## src/rtl/mac_sequencer_pkg.sv

```systemverilog
// Shared definitions for the MAC sequencer and its datapath: state encoding
// and the default width of the element counter / length fields.
`timescale 1ns/1ps
package mac_sequencer_pkg;

  localparam int CNT_W_DEF = 4;

  localparam logic [2:0] ST_IDLE  = 3'd0;
  localparam logic [2:0] ST_CLR   = 3'd1;
  localparam logic [2:0] ST_LOAD  = 3'd2;
  localparam logic [2:0] ST_MUL   = 3'd3;
  localparam logic [2:0] ST_ACC   = 3'd4;
  localparam logic [2:0] ST_CHECK = 3'd5;
  localparam logic [2:0] ST_OUT   = 3'd6;
  localparam logic [2:0] ST_DONE  = 3'd7;

  typedef enum logic [2:0] {
    S_IDLE  = ST_IDLE,
    S_CLR   = ST_CLR,
    S_LOAD  = ST_LOAD,
    S_MUL   = ST_MUL,
    S_ACC   = ST_ACC,
    S_CHECK = ST_CHECK,
    S_OUT   = ST_OUT,
    S_DONE  = ST_DONE
  } state_t;

endpackage

```

## src/rtl/mac_sequencer.sv

```systemverilog
// Control sequencer for a multiply-accumulate datapath: loads operand pairs,
// multiplies, accumulates and publishes the sum after len elements (or on CMP).
`timescale 1ns/1ps
module mac_sequencer
  import mac_sequencer_pkg::*;
#(
  parameter int CNT_W        = CNT_W_DEF,
  parameter bit FIXED_LEN_EN = 1'b1
) (
  input  logic             i_clk,
  input  logic             i_rst_n,
  input  logic             i_start,
  input  logic [CNT_W-1:0] i_len,
  input  logic             i_abort,
  input  logic             i_in_valid,
  output logic             o_in_ready,
  input  logic             i_cmp,
  input  logic [CNT_W-1:0] i_count_out,
  output logic             o_ld_a,
  output logic             o_ld_b,
  output logic             o_ld_m,
  output logic             o_ld_acc,
  output logic             o_ld_out,
  output logic             o_count_enb,
  output logic             o_count_reset,
  output logic             o_acc_clr,
  output logic             o_busy,
  output logic             o_done,
  output logic             o_aborted
);

  state_t           r_state;
  state_t           w_next;
  logic [CNT_W-1:0] r_len;
  logic             r_aborted;
  logic             w_abortNow;
  logic             w_terminal;

  assign w_abortNow = i_abort && (r_state != S_IDLE);

  // A zero length hands termination over to the datapath comparator when enabled.
  assign w_terminal = (r_len != '0) ? (i_count_out == r_len)
                                    : (FIXED_LEN_EN && i_cmp);

  always_ff @(posedge i_clk or negedge i_rst_n) begin
    if (!i_rst_n) begin
      r_state   <= S_IDLE;
      r_len     <= '0;
      r_aborted <= 1'b0;
    end else begin
      r_state   <= w_next;
      r_aborted <= w_abortNow;
      if (r_state == S_IDLE && i_start) begin
        r_len <= i_len;
      end
    end
  end

  always_comb begin
    w_next        = r_state;
    o_in_ready    = 1'b0;
    o_ld_a        = 1'b0;
    o_ld_b        = 1'b0;
    o_ld_m        = 1'b0;
    o_ld_acc      = 1'b0;
    o_ld_out      = 1'b0;
    o_count_enb   = 1'b0;
    o_count_reset = 1'b0;
    o_acc_clr     = 1'b0;
    o_done        = 1'b0;
    case (r_state)
      S_IDLE: begin
        if (i_start) w_next = S_CLR;
      end
      S_CLR: begin
        o_count_reset = 1'b1;
        o_acc_clr     = 1'b1;
        w_next        = (r_len == '0 && !FIXED_LEN_EN) ? S_OUT : S_LOAD;
      end
      S_LOAD: begin
        o_in_ready = 1'b1;
        o_ld_a     = i_in_valid;
        o_ld_b     = i_in_valid;
        if (i_in_valid) w_next = S_MUL;
      end
      S_MUL: begin
        o_ld_m = 1'b1;
        w_next = S_ACC;
      end
      S_ACC: begin
        o_ld_acc    = 1'b1;
        o_count_enb = 1'b1;
        w_next      = S_CHECK;
      end
      S_CHECK: begin
        w_next = w_terminal ? S_OUT : S_LOAD;
      end
      S_OUT: begin
        o_ld_out = 1'b1;
        w_next   = S_DONE;
      end
      S_DONE: begin
        o_done = 1'b1;
        w_next = S_IDLE;
      end
      default: begin
        w_next = S_IDLE;
      end
    endcase
    // Abort wins over everything and leaves the datapath untouched this cycle.
    if (w_abortNow) begin
      w_next        = S_IDLE;
      o_in_ready    = 1'b0;
      o_ld_a        = 1'b0;
      o_ld_b        = 1'b0;
      o_ld_m        = 1'b0;
      o_ld_acc      = 1'b0;
      o_ld_out      = 1'b0;
      o_count_enb   = 1'b0;
      o_count_reset = 1'b0;
      o_acc_clr     = 1'b0;
      o_done        = 1'b0;
    end
  end

  assign o_busy    = (r_state != S_IDLE);
  assign o_aborted = r_aborted;

endmodule

```

## config.mk

```make
export PLATFORM = sky130hd
export DESIGN_NAME = mac_sequencer
export DESIGN_NICKNAME = d
export VERILOG_FILES = /design/src/rtl/mac_sequencer_pkg.sv /design/src/rtl/mac_sequencer.sv
export SDC_FILE = /design/constraint.sdc
export NUM_CORES = 1
export LEC_CHECK = 0
export BUFFER_PORTS_ARGS = -buffer_cell sky130_fd_sc_hd__buf_2
export CAP_MARGIN = 0
export CELL_PAD_IN_SITES_DETAIL_PLACEMENT = 1
export CELL_PAD_IN_SITES_GLOBAL_PLACEMENT = 1
export CORE_MARGIN = 1.5
export CORE_UTILIZATION = 32
export DETAILED_ROUTE_END_ITERATION = 10
export GPL_TIMING_DRIVEN = 0
export PLACE_DENSITY = 0.83
export SLEW_MARGIN = 5
export SYNTH_ARGS = -nofsm -noshare
export SYNTH_HDL_FRONTEND = slang
export SYNTH_SLANG_ARGS = --single-unit
```

## constraint.sdc

```tcl
create_clock -name i_clk -period 2 [get_ports i_clk]
set_clock_uncertainty 0.05 [all_clocks]
set_input_delay 0.2 -clock i_clk [delete_from_list [all_inputs] [get_ports i_clk]]
set_output_delay 0.2 -clock i_clk [all_outputs]
set_load 0.02 [all_outputs]
```

# Word-level counts from Yosys, hierarchy flattened

Cells that the tools add are included.

Register bits after elaboration: 8
Input port bits: 14
Output and inout bits: 12
Logic and storage cells: 39

Eq/ne operators: 10
Mux-type cells: 20
Reduce and logical (&&, ||, !) cells: 6

Operator list:

| cell                 | count |
|---|---|
| $pmux W3 S8          | 1 |
| $mux W1              | 15 |
| $eq A3 B3 Y1 const B | 4 |
| $mux W3              | 4 |
| $eq A3 B2 Y1 const B | 2 |
| $ne A3 B3 Y1 const B | 2 |
| $eq A4 B4 Y1         | 1 |
| $reduce_bool A4 Y1   | 1 |
| $eq A3 B1 Y1 const B | 1 |
| $logic_not A3 Y1     | 1 |
| $reduce_bool A3 Y1   | 1 |
| $logic_and A1 B1 Y1  | 2 |
| $reduce_and A2 Y1    | 1 |

# Depth between registers and ports, before layout

Gate-level depths: netlist (run 1).

Depth after elaboration: 5
Mapped depth: 7
Depth with buffers taken out: 7

# Worst setup path before layout (run 1)

No wires, ideal clock.

Path kind: reg-to-reg
Start point: reg r_state[0]
End point: reg r_state[0]
Library setup time: 0.125 ns
Arrival time: 1.488 ns
Data required time: 1.825 ns
Slack: 0.337 ns
Stages on the path, launching flop included: 7
Path buffers: 0
Clock period less this slack: 1.663 ns
Cells stage by stage: dfrtp_1 inv_1 ha_1 and2b_1 o21ai_0 a21oi_1 mux2_2

Longest elaborated chain between the ends: 4
Elaborated cells between the ends (all ways): 15
Classes of those cells: 9 x eq/ne; 2 x mux; 4 x reduce/logical

RTL lines:

| item                                                                | line                | RTL |
|---|---|---|
| start, declared                                                     | mac_sequencer.sv:32 | `state_t r_state;` |
| start signal, assigned                                              | mac_sequencer.sv:51 | `r_state <= w_next;` |
| parallel branches: the longest is 4 deep, another holds $pmux W3 S8 | -                   |  |

Parallel ways; which one is timed is not known.
A chain may end at the register's enable or synchronous reset.

# Final worst setup path (run 1)

Start point: reg r_state[1]
End point: out o_ld_b

Longest elaborated chain between the ends: 3
Elaborated cells between the ends (all ways): 5
Classes of those cells: 1 x eq/ne; 2 x mux; 2 x reduce/logical

RTL lines:

| item                                               | line                                     | RTL |
|---|---|---|
| $eq A3 B2 Y1 or $reduce_bool A3 Y1 (tied branches) | mac_sequencer.sv:71, mac_sequencer.sv:39 |  |
| $mux W1 or $logic_and A1 B1 Y1 (tied branches)     | mac_sequencer.sv:71, mac_sequencer.sv:39 |  |
| $mux W1 *                                          | mac_sequencer.sv:111                     | `if (w_abortNow) begin` |
| end, declared                                      | mac_sequencer.sv:20                      | `output logic o_ld_b,` |

Mark *: on every way between the ends. The rest lies on a longest branch, timed or not.

==> results of run 1 <==
-- cells in the mapped netlist, types with 2 or more instances --
library cell  n  share of area (%)
buf_4         3                3.9
nand2_1       2                1.3
dfrtp_1       8                 34
nor2_1        4                2.6
and2_1        7                7.5
mux2_2        5                9.7
nor2b_1       2                2.2
inv_1         5                3.2
nand2b_1      3                3.2
ha_1          4                8.6
xor2_1        4                6.0
a21oi_1       3                2.6
-- layout make-up --
cell class,instances,area share (%)
clock buffer,3,2.85
inverter,5,2.38
buffer,3,2.85
multi-input combinational,45,45.5
timing repair buffer,26,17.1
tap,25,3.96
sequential,8,25.4
-- state kept, by name, indices dropped and copies added (netlist names) --
name / count
r_len: 4
o_aborted: 1
r_state: 3
-- cells in the final DEF (no fill, tap or decap) --
master / instances
dfrtp_1: 8
and3_1: 1
a21oi_1: 1
inv_1: 5
xor2_1: 4
a211oi_2: 1
mux2_2: 5
dlygate4sd3_1: 1
and2_1: 7
nor4_1: 1
nor2_1: 4
ha_4: 1
and2b_1: 1
nand2_1: 2
clkbuf_4: 3
nand4_1: 1
o21ai_0: 1
a22oi_1: 1
or4_4: 1
buf_4: 3
a21oi_2: 2
nor2b_1: 2
buf_2: 25
nand2b_1: 3
nand3_1: 1
mux2i_1: 1
o21bai_1: 1
ha_1: 3
-- repair_timing --
| item | 4_1_cts | 5_1_grt |
|---|---|---|
| resized for setup | 0 | 4 |
| hold endpoints to repair | 8 | 0 |
| hold buffers | 1 | 0 |
| endpoints found under the setup margin | 0 | 5 |
-- power by group through the flow --
stage / combinational (uW) / clock [uW] / sequential (uW)
3_3_place_gp: 580 / 0 / 308
6_report: 632 / 116 / 310
3_5_place_dp: 607 / 0 / 313
4_1_cts: 610 / 122 / 310
2_1_floorplan: 449 / 0 / 303
5_1_grt: 718 / 127 / 323
-- worst min-delay path by stage --
stage               startpoint        end  slack, ns
finish                i_len[0]   r_len[0]       0.14
global route          i_len[0]   r_len[0]       0.14
CTS                   i_len[0]   r_len[0]       0.13
detailed placement     i_rst_n  o_aborted     -0.002
global placement       i_rst_n  o_aborted     -0.003
floorplan              i_rst_n  o_aborted      -0.15
-- per-stage QoR --
step	setup WS (ns)	total power, uW
floorplan	0.337	752
global route	0.0107	1170
finish	0.156	1060
CTS	0.00804	1040
global placement	0.190	888
detailed placement	0.131	920
-- cells by family (layout without fill, tap and decap cells) --
group,Yosys count,in the layout,share of synthesized area (%)
simple gates,24,24,24.1
flops,8,8,34.5
buf+inv,8,37,7.11
compound gates,7,7,8.19
mux,6,6,11.4
fa+ha+maj,4,4,8.62
xor+xnor,4,4,6.03
-- per-layer routing --
| layer | part of all wire (%) | vias up |
|---|---|---|
| li1 | - | 257 |
| met1 | 42 | 229 |
| met2 | 52 | 17 |
| met3 | 4.9 | 2 |
| met4 | 0.99 | 0 |
| met5 | 0 | - |
==> results.cfg, run 1 <==
[critical_path]
crit_required_ns = 1.75
endpoint_kind = output port
reg2reg_slack_ns = 0.18
reg2reg_depth = 6
r2r_end = r_state[0]
crit_chain = inv_1 > ha_4 > inv_1 > a21oi_2 > and3_1 > buf_4 > buf_2
start_kind = register
path_buf_inv = 4
cp.arrival_ns = 1.59
cp_slowest_cell = dfrtp_1
setup.worst_path.end = o_ld_b
critPathKind = reg -> out
slowest_delay_ns = 0.40
cpMostUsedCell = inv_1
critPathMaxFanout = 6
reg2reg_from = r_state[0]
cp_num_cells = 7
cpLargestDelayFamily = buffers and inverters
startpoint = r_state[1]

[pwr]
p_comb_share_pct = 59.7
p_leak_uw = 0.000409
sw_frac_of_total_pct = 42.8
power.density_mw_per_mm2 = 1340
switching_power_uw = 453
p_int_uw = 606
vdd_drop_max_v = 0.000534
p_clk_share_pct = 10.9
p_seq_share_pct = 29.3

[synth]
syn_inst = 61
synth_nets = 79
syn_area_sq_um = 581
ys.warnings.count = 0
yosysSeqAreaShare_pct = 34.5
syn_avg_cell_area_sq_um = 9.52
synth_ff_type = dfrtp_1
synth_edf_count = 0
synth-async-reset-ratio_pct = 100
synth_cell_types = 23
synth_seq_cells = 8

[cts]
postCtsSetupRepairBufs = 0
clk_pin_slew_ns = 0.05
cts_root_buffer = clkbuf_4
h-tree-depth = 1
numCtsBuffers = 3
cts_tree = done
clock_path_buffers = 2
clk_latency_ns = 0.24
cts_sinks = 8

[grt]
antenna_found_initial = 0
grtUsageMet2_pct = 25.4
grt_max_degree = 9
grt-busiest-layer = met2
grt_first_pass_wirelength_um = 2060
grt_util_all_layers_pct = 14.2
grt_overflow = 0
use_met3_pct = 1.19
grt_pass1_vias = 510
gr-usage-met1_pct = 16.0

[sta]
hold_violations = 0
setup_viol = 0
max-slew-margin-rel_pct = 81.7
period_needed_ns = 1.84
worst_pin_slew_ns = 0.275
rsz0062_at_grt = false
hold_ws_ns = 0.136
slew_viol_final = 0
fmax_mhz = 542
fin_tns_setup_ns = 0
min_period_over_period_pct = 92.2

[placement]
port-buffer-count = 25
dpl_cell_area_sq_um = 737
dp.cells = 111
routabilityCongestion = 0.723
hpwlAfterDp_um = 1070

[final_layout]
syn_to_final_growth_pct = 36.0
final_util_pct = 46.2
multiInputGateArea_sq_um = 359
finalNonFillerCells = 115
fin_nets = 110
fill_cells = 214
design_area_sq_um = 790
drive_gt1_share_pct = 45.6
seqCellArea_sq_um = 200
diodes = 0

[routing]
drt_wl_total_um = 1220
viasPerCell = 4.39
drcViolationCount = 0
dr.pass1.iters = 4
route.antenna.remaining_nets = 0
vias = 505
detail_route.wl_per_cell_um = 10.6
drtIter0Drc = 5

[die]
start_util_pct = 34.0
ios = 26
die_w_um = 45.6
fp-row-count = 15
dieArea_sq_mm = 0.00208
chipHeight_um = 45.6
fp.coreArea_sq_mm = 0.00171

[hold_path]
hold_path.class = in -> reg
min_path_cells = 2

[flow_run]
drv_cap = 0

[status]
status = finished clean
No activity file was read; power rests on OpenSTA's default activity.
==> inputs of run 2 (changes only) <==
Settings changed: PLACE_DENSITY 0.83 to 0.71.
==> run 2 against run 1 <==
Utilization increased by 0.15 points. Wire length increased by 15%. Non-clock buffer count unchanged. Setup slack improved by 0.0062 ns. Critical endpoint unchanged. Clock power increased by 3%.
==> results.cfg, run 2 (synthesis results as in run 1) <==
[final_layout]
syn_to_final_growth_pct = 36.4
drive_gt1_share_pct = 48.9
fin_nets = 110
layout_commonest_cell = buf_2
diodes = 0
layout_common_cells = 25 x buf_2, 8 x dfrtp_1, 7 x and2_1
largest_reg_flops = 4
regMostFlops = r_len

[sta]
max-slew-margin-rel_pct = 83.3
setup_viol = 0
rsz0062_at_grt = false
min_period_over_period_pct = 91.9
slew_viol_final = 0
worst_pin_slew_ns = 0.248
fin_tns_setup_ns = 0
period_needed_ns = 1.84
fmax_mhz = 544
hold_violations = 0

[pwr]
p_clk_share_pct = 11.0
power.density_mw_per_mm2 = 1380
vdd_drop_max_v = 0.000697
p_int_uw = 610
p_leak_uw = 0.000406
switching_power_uw = 480
total_power_uw = 1090
sw_frac_of_total_pct = 44.0
p_comb_share_pct = 59.5
p_seq_share_pct = 29.5

[cts]
numCtsBuffers = 3
cts_sinks = 8
h-tree-depth = 1
postCtsSetupRepairBufs = 0
cts_tree = done
cts_root_buffer = clkbuf_4
clk_latency_ns = 0.25
clk_pin_slew_ns = 0.06
clock_path_buffers = 2

[critical_path]
reg2reg_depth = 6
reg2reg_slack_ns = 0.19
crit_required_ns = 1.75
startpoint = r_state[0]
critPathMaxFanout = 6
critPathKind = reg -> out
start_kind = register
slowest_delay_ns = 0.43
cp_slowest_cell = dfrtp_1
setup.worst_path.end = o_ld_b
crit_chain = inv_2 > ha_4 > inv_1 > a21oi_2 > and3_1 > buf_4 > buf_2
cp.arrival_ns = 1.59
reg2reg_from = r_state[0]
r2r_end = r_state[0]
endpoint_kind = output port

[placement]
routabilityCongestion = 0.690
hpwlAfterDp_um = 1180
port-buffer-count = 25

[die]
ios = 26
fp-row-count = 15
dieArea_sq_mm = 0.00208
start_util_pct = 34.0
die_w_um = 45.6
chipHeight_um = 45.6
fp.coreArea_sq_mm = 0.00171

[grt]
grt_overflow = 0
grt_max_degree = 9
grt_pass1_vias = 526
grt_util_all_layers_pct = 15.1
grt_first_pass_wirelength_um = 2280
antenna_found_initial = 0

[routing]
route.antenna.remaining_nets = 0
drcViolationCount = 0
detail_route.wl_per_cell_um = 12.2
viasPerCell = 4.59
drt_wl_total_um = 1400
vias = 528
drtIter0Drc = 2
dr.pass1.iters = 2

[flow_run]
drv_cap = 0

[hold_path]
hold_path.class = in -> reg

[status]
status = finished clean
==> run 2: cell counts in the layout (fill, tap and decap cells not counted) <==
Identical to the previous run, type by type.
==> run 2: worst max-delay path, delay by kind of cell (launching register included) <==
kind / cells / cell delay [ns]
flip-flops: 1 / 0.43
buffers and inverters: 4 / 0.41
AND/OR/NAND/NOR: 1 / 0.19
adder cells (fa/ha/maj): 1 / 0.16
AO/OA/AOI/OAI: 1 / 0.15
==> run 2: final cells by class <==
type	instances	area (sq um)
Tap cell	25	31.3
Timing Repair Buffer	26	135
Inverter	5	18.8
Fill cell	209	916
Multi-Input combinational cell	45	362
Sequential cell	8	200
Buffer	3	22.5
Clock buffer	3	22.5
==> run 2: power groups by stage <==
stage | logic, uW | registers (uW) | clock network, uW
after global routing | 719 | 335 | 134
after detailed placement | 617 | 318 | 0
after floorplan | 449 | 303 | 0
after global placement | 594 | 311 | 0
after CTS | 626 | 316 | 124
final | 648 | 321 | 120
==> run 2: worst min-delay path by stage <==
stage | depth (start not counted) | endpoint | from | slack [ns]
CTS | 2 | r_len[1] | i_len[1] | 0.13
global placement | 1 | r_len[3] | i_rst_n | -0.004
global route | 2 | r_len[1] | i_len[1] | 0.14
floorplan | 0 | o_aborted | i_rst_n | -0.15
detailed placement | 1 | r_len[3] | i_rst_n | -0.001
finish | 2 | r_len[1] | i_len[1] | 0.14
==> run 2: per-stage QoR <==
step | setup slack [ns] | std cells | hold slack (ns) | util, % | instance area (sq um)
2_1_floorplan | 0.337 | 61 | -0.146 | - | 581
3_3_place_gp | 0.138 | 111 | -0.00377 | 43.2 | 737
3_5_place_dp | 0.0695 | 111 | -0.00135 | 43.2 | 737
4_1_cts | 0.0208 | 115 | 0.132 | 45.2 | 772
5_1_grt | 0.0124 | 115 | 0.138 | 46.4 | 792
6_report | 0.162 | 115 | 0.138 | 46.4 | 792
==> run 2: metal layers <==
| metal | part of all wire (%) | up-vias | global-route usage [%] |
|---|---|---|---|
| met5 | 0 | - | 0 |
| met4 | 0 | 0 | 5.29 |
| met3 | 2.8 | 0 | 1.19 |
| met2 | 55 | 9 | 26.8 |
| met1 | 42 | 254 | 18.9 |
| li1 | - | 265 | - |
==> run 2: timing repair <==
| action | 4_1_cts | 5_1_grt |
|---|---|---|
| endpoints found under the setup margin | 1 | 6 |
| hold buffers | 1 | 0 |
| resized for setup | 1 | 6 |
| endpoints found under the hold margin | 8 | 0 |
==> inputs of run 3 (changes only) <==
Settings changed: CELL_PAD_IN_SITES_DETAIL_PLACEMENT 1 to unset, CELL_PAD_IN_SITES_GLOBAL_PLACEMENT 1 to unset, CORE_UTILIZATION 32 to 35, PLACE_DENSITY 0.71 to 0.58, SLEW_MARGIN 5 to 15.
==> run 3 against run 2 <==
Sequential power shrank 3%. Utilization is 4.4 points higher. Sequential cell count stayed put. Register-to-register slack got worse by 0.05 ns. Design area is 2.2% lower. Setup slack got worse by 0.021 ns. Total power shrank 4.2%. Non-clock buffer count unchanged. Maximum frequency decreased by 1.1%. Clock power shrank 5%. Critical path type is now reg -> reg. Largest power group unchanged.
==> results.cfg, run 3 (synthesis results as in run 1) <==
[sta]
hold_ws_ns = 0.142
fmax_mhz = 538
setup_ws_ns = 0.142
worst_pin_slew_ns = 0.330
setup_viol = 0
slew_viol_final = 0
max-slew-margin-rel_pct = 78.0
fin_tns_setup_ns = 0
min_period_over_period_pct = 92.9
period_needed_ns = 1.86
hold_violations = 0

[cts]
clock_path_buffers = 2
cts_root_buffer = clkbuf_4
h-tree-depth = 1
clk_pin_slew_ns = 0.05
clk_latency_ns = 0.24
cts_tree = done
cts_sinks = 8
postCtsSetupRepairBufs = 0
numCtsBuffers = 3

[pwr]
p_leak_uw = 0.000409
vdd_drop_max_v = 0.000654
power.density_mw_per_mm2 = 1350

[status]
status = finished clean

[grt]
grt_pass1_vias = 489
antenna_found_initial = 0
grt_util_all_layers_pct = 14.9
grt_max_degree = 9
grt_overflow = 0
grt_first_pass_wirelength_um = 2080

[final_layout]
layout_commonest_cell = buf_2
diodes = 0
syn_to_final_growth_pct = 33.4
finalNonFillerCells = 106
largest_reg_flops = 4
final_util_pct = 50.8
layout_common_cells = 25 x buf_2, 8 x dfrtp_1, 7 x and2_1
fin_nets = 110
regMostFlops = r_len
drive_gt1_share_pct = 44.4
fill_cells = 152

[routing]
drcViolationCount = 0
dr.pass1.iters = 4
viasPerCell = 4.65
vias = 493
detail_route.wl_per_cell_um = 10.5
route.antenna.remaining_nets = 0
drt_wl_total_um = 1120
drtIter0Drc = 6

[critical_path]
critPathMaxFanout = 6
critPathKind = reg -> reg
start_kind = register
cp.arrival_ns = 1.94
endpoint_kind = register
crit_required_ns = 2.08

[flow_run]
drv_cap = 0

[die]
ios = 26
start_util_pct = 38.1
chipHeight_um = 43.7
dieArea_sq_mm = 0.00191
fp.coreArea_sq_mm = 0.00152
die_w_um = 43.7
fp-row-count = 14

[placement]
pre_cts_ws_ns = 0.177
routabilityCongestion = 0.701
port-buffer-count = 25
hpwlAfterDp_um = 932
dp.cells = 102

[hold_path]
hold_path.class = in -> reg
[run 3: cell counts in the layout (fill, tap and decap cells not counted)]
Identical to the previous run, type by type.
[run 3: final timing paths]
| kind | to | startpoint | slack, ns | cells past startpoint |
|---|---|---|---|---|
| max reg2reg | r_state[0] | r_state[0] | 0.14 | 6 |
| min reg2reg | r_len[1] | r_len[1] | 0.51 | 1 |
| min in group asynchronous | r_state[2] | i_rst_n | 0.29 | 2 |
| max in group asynchronous | r_len[0] | i_rst_n | 1.45 | 2 |
| max | r_state[0] | r_state[0] | 0.14 | 6 |
| min | r_len[2] | i_len[2] | 0.14 | 2 |
[run 3: report_power, final]
group	internal, uW	total [uW]	switching, uW
registers	239	312	72.8
logic	297	617	320
clock network	68.1	114	46.3
total	604	1040	439
[run 3: worst max-delay path, cell delays in order, from the launching register on]
cell	delay [ns]
dfrtp_1	0.41
inv_1	0.13
ha_1	0.25
and2b_1	0.16
o21ai_0	0.07
a21oi_1	0.29
mux2_2	0.38
[run 3: layout make-up]
type / count / area (sq um) / area share, %
tap: 16 / 20.0 / 2.58
inverter: 5 / 18.8 / 2.42
clock buffer: 3 / 22.5 / 2.91
timing repair buffer: 26 / 135 / 17.4
multi-input combinational: 45 / 355 / 45.9
sequential: 8 / 200 / 25.8
buffer: 3 / 22.5 / 2.91
[run 3: metal layers]
layer	vias to the layer above	share of wire, %	GRT usage [%]
met2	15	48	23.5
met5	-	0	0
li1	261	-	-
met1	215	44	17.6
met4	0	1.1	10.9
met3	2	6.6	3.33
[run 3: per-stage QoR]
| stage | total power [uW] | area [sq um] |
|---|---|---|
| 2_1_floorplan | 752 | 581 |
| 3_3_place_gp | 899 | 726 |
| 3_5_place_dp | 905 | 726 |
| 4_1_cts | 1030 | 758 |
| 5_1_grt | 1160 | 774 |
| 6_report | 1040 | 774 |
[run 3: repair_timing]
item,4_1_cts,5_1_grt
resized for setup,0,3
hold buffers,1,0
endpoints found under the setup margin,0,4
hold endpoints to repair,8,0
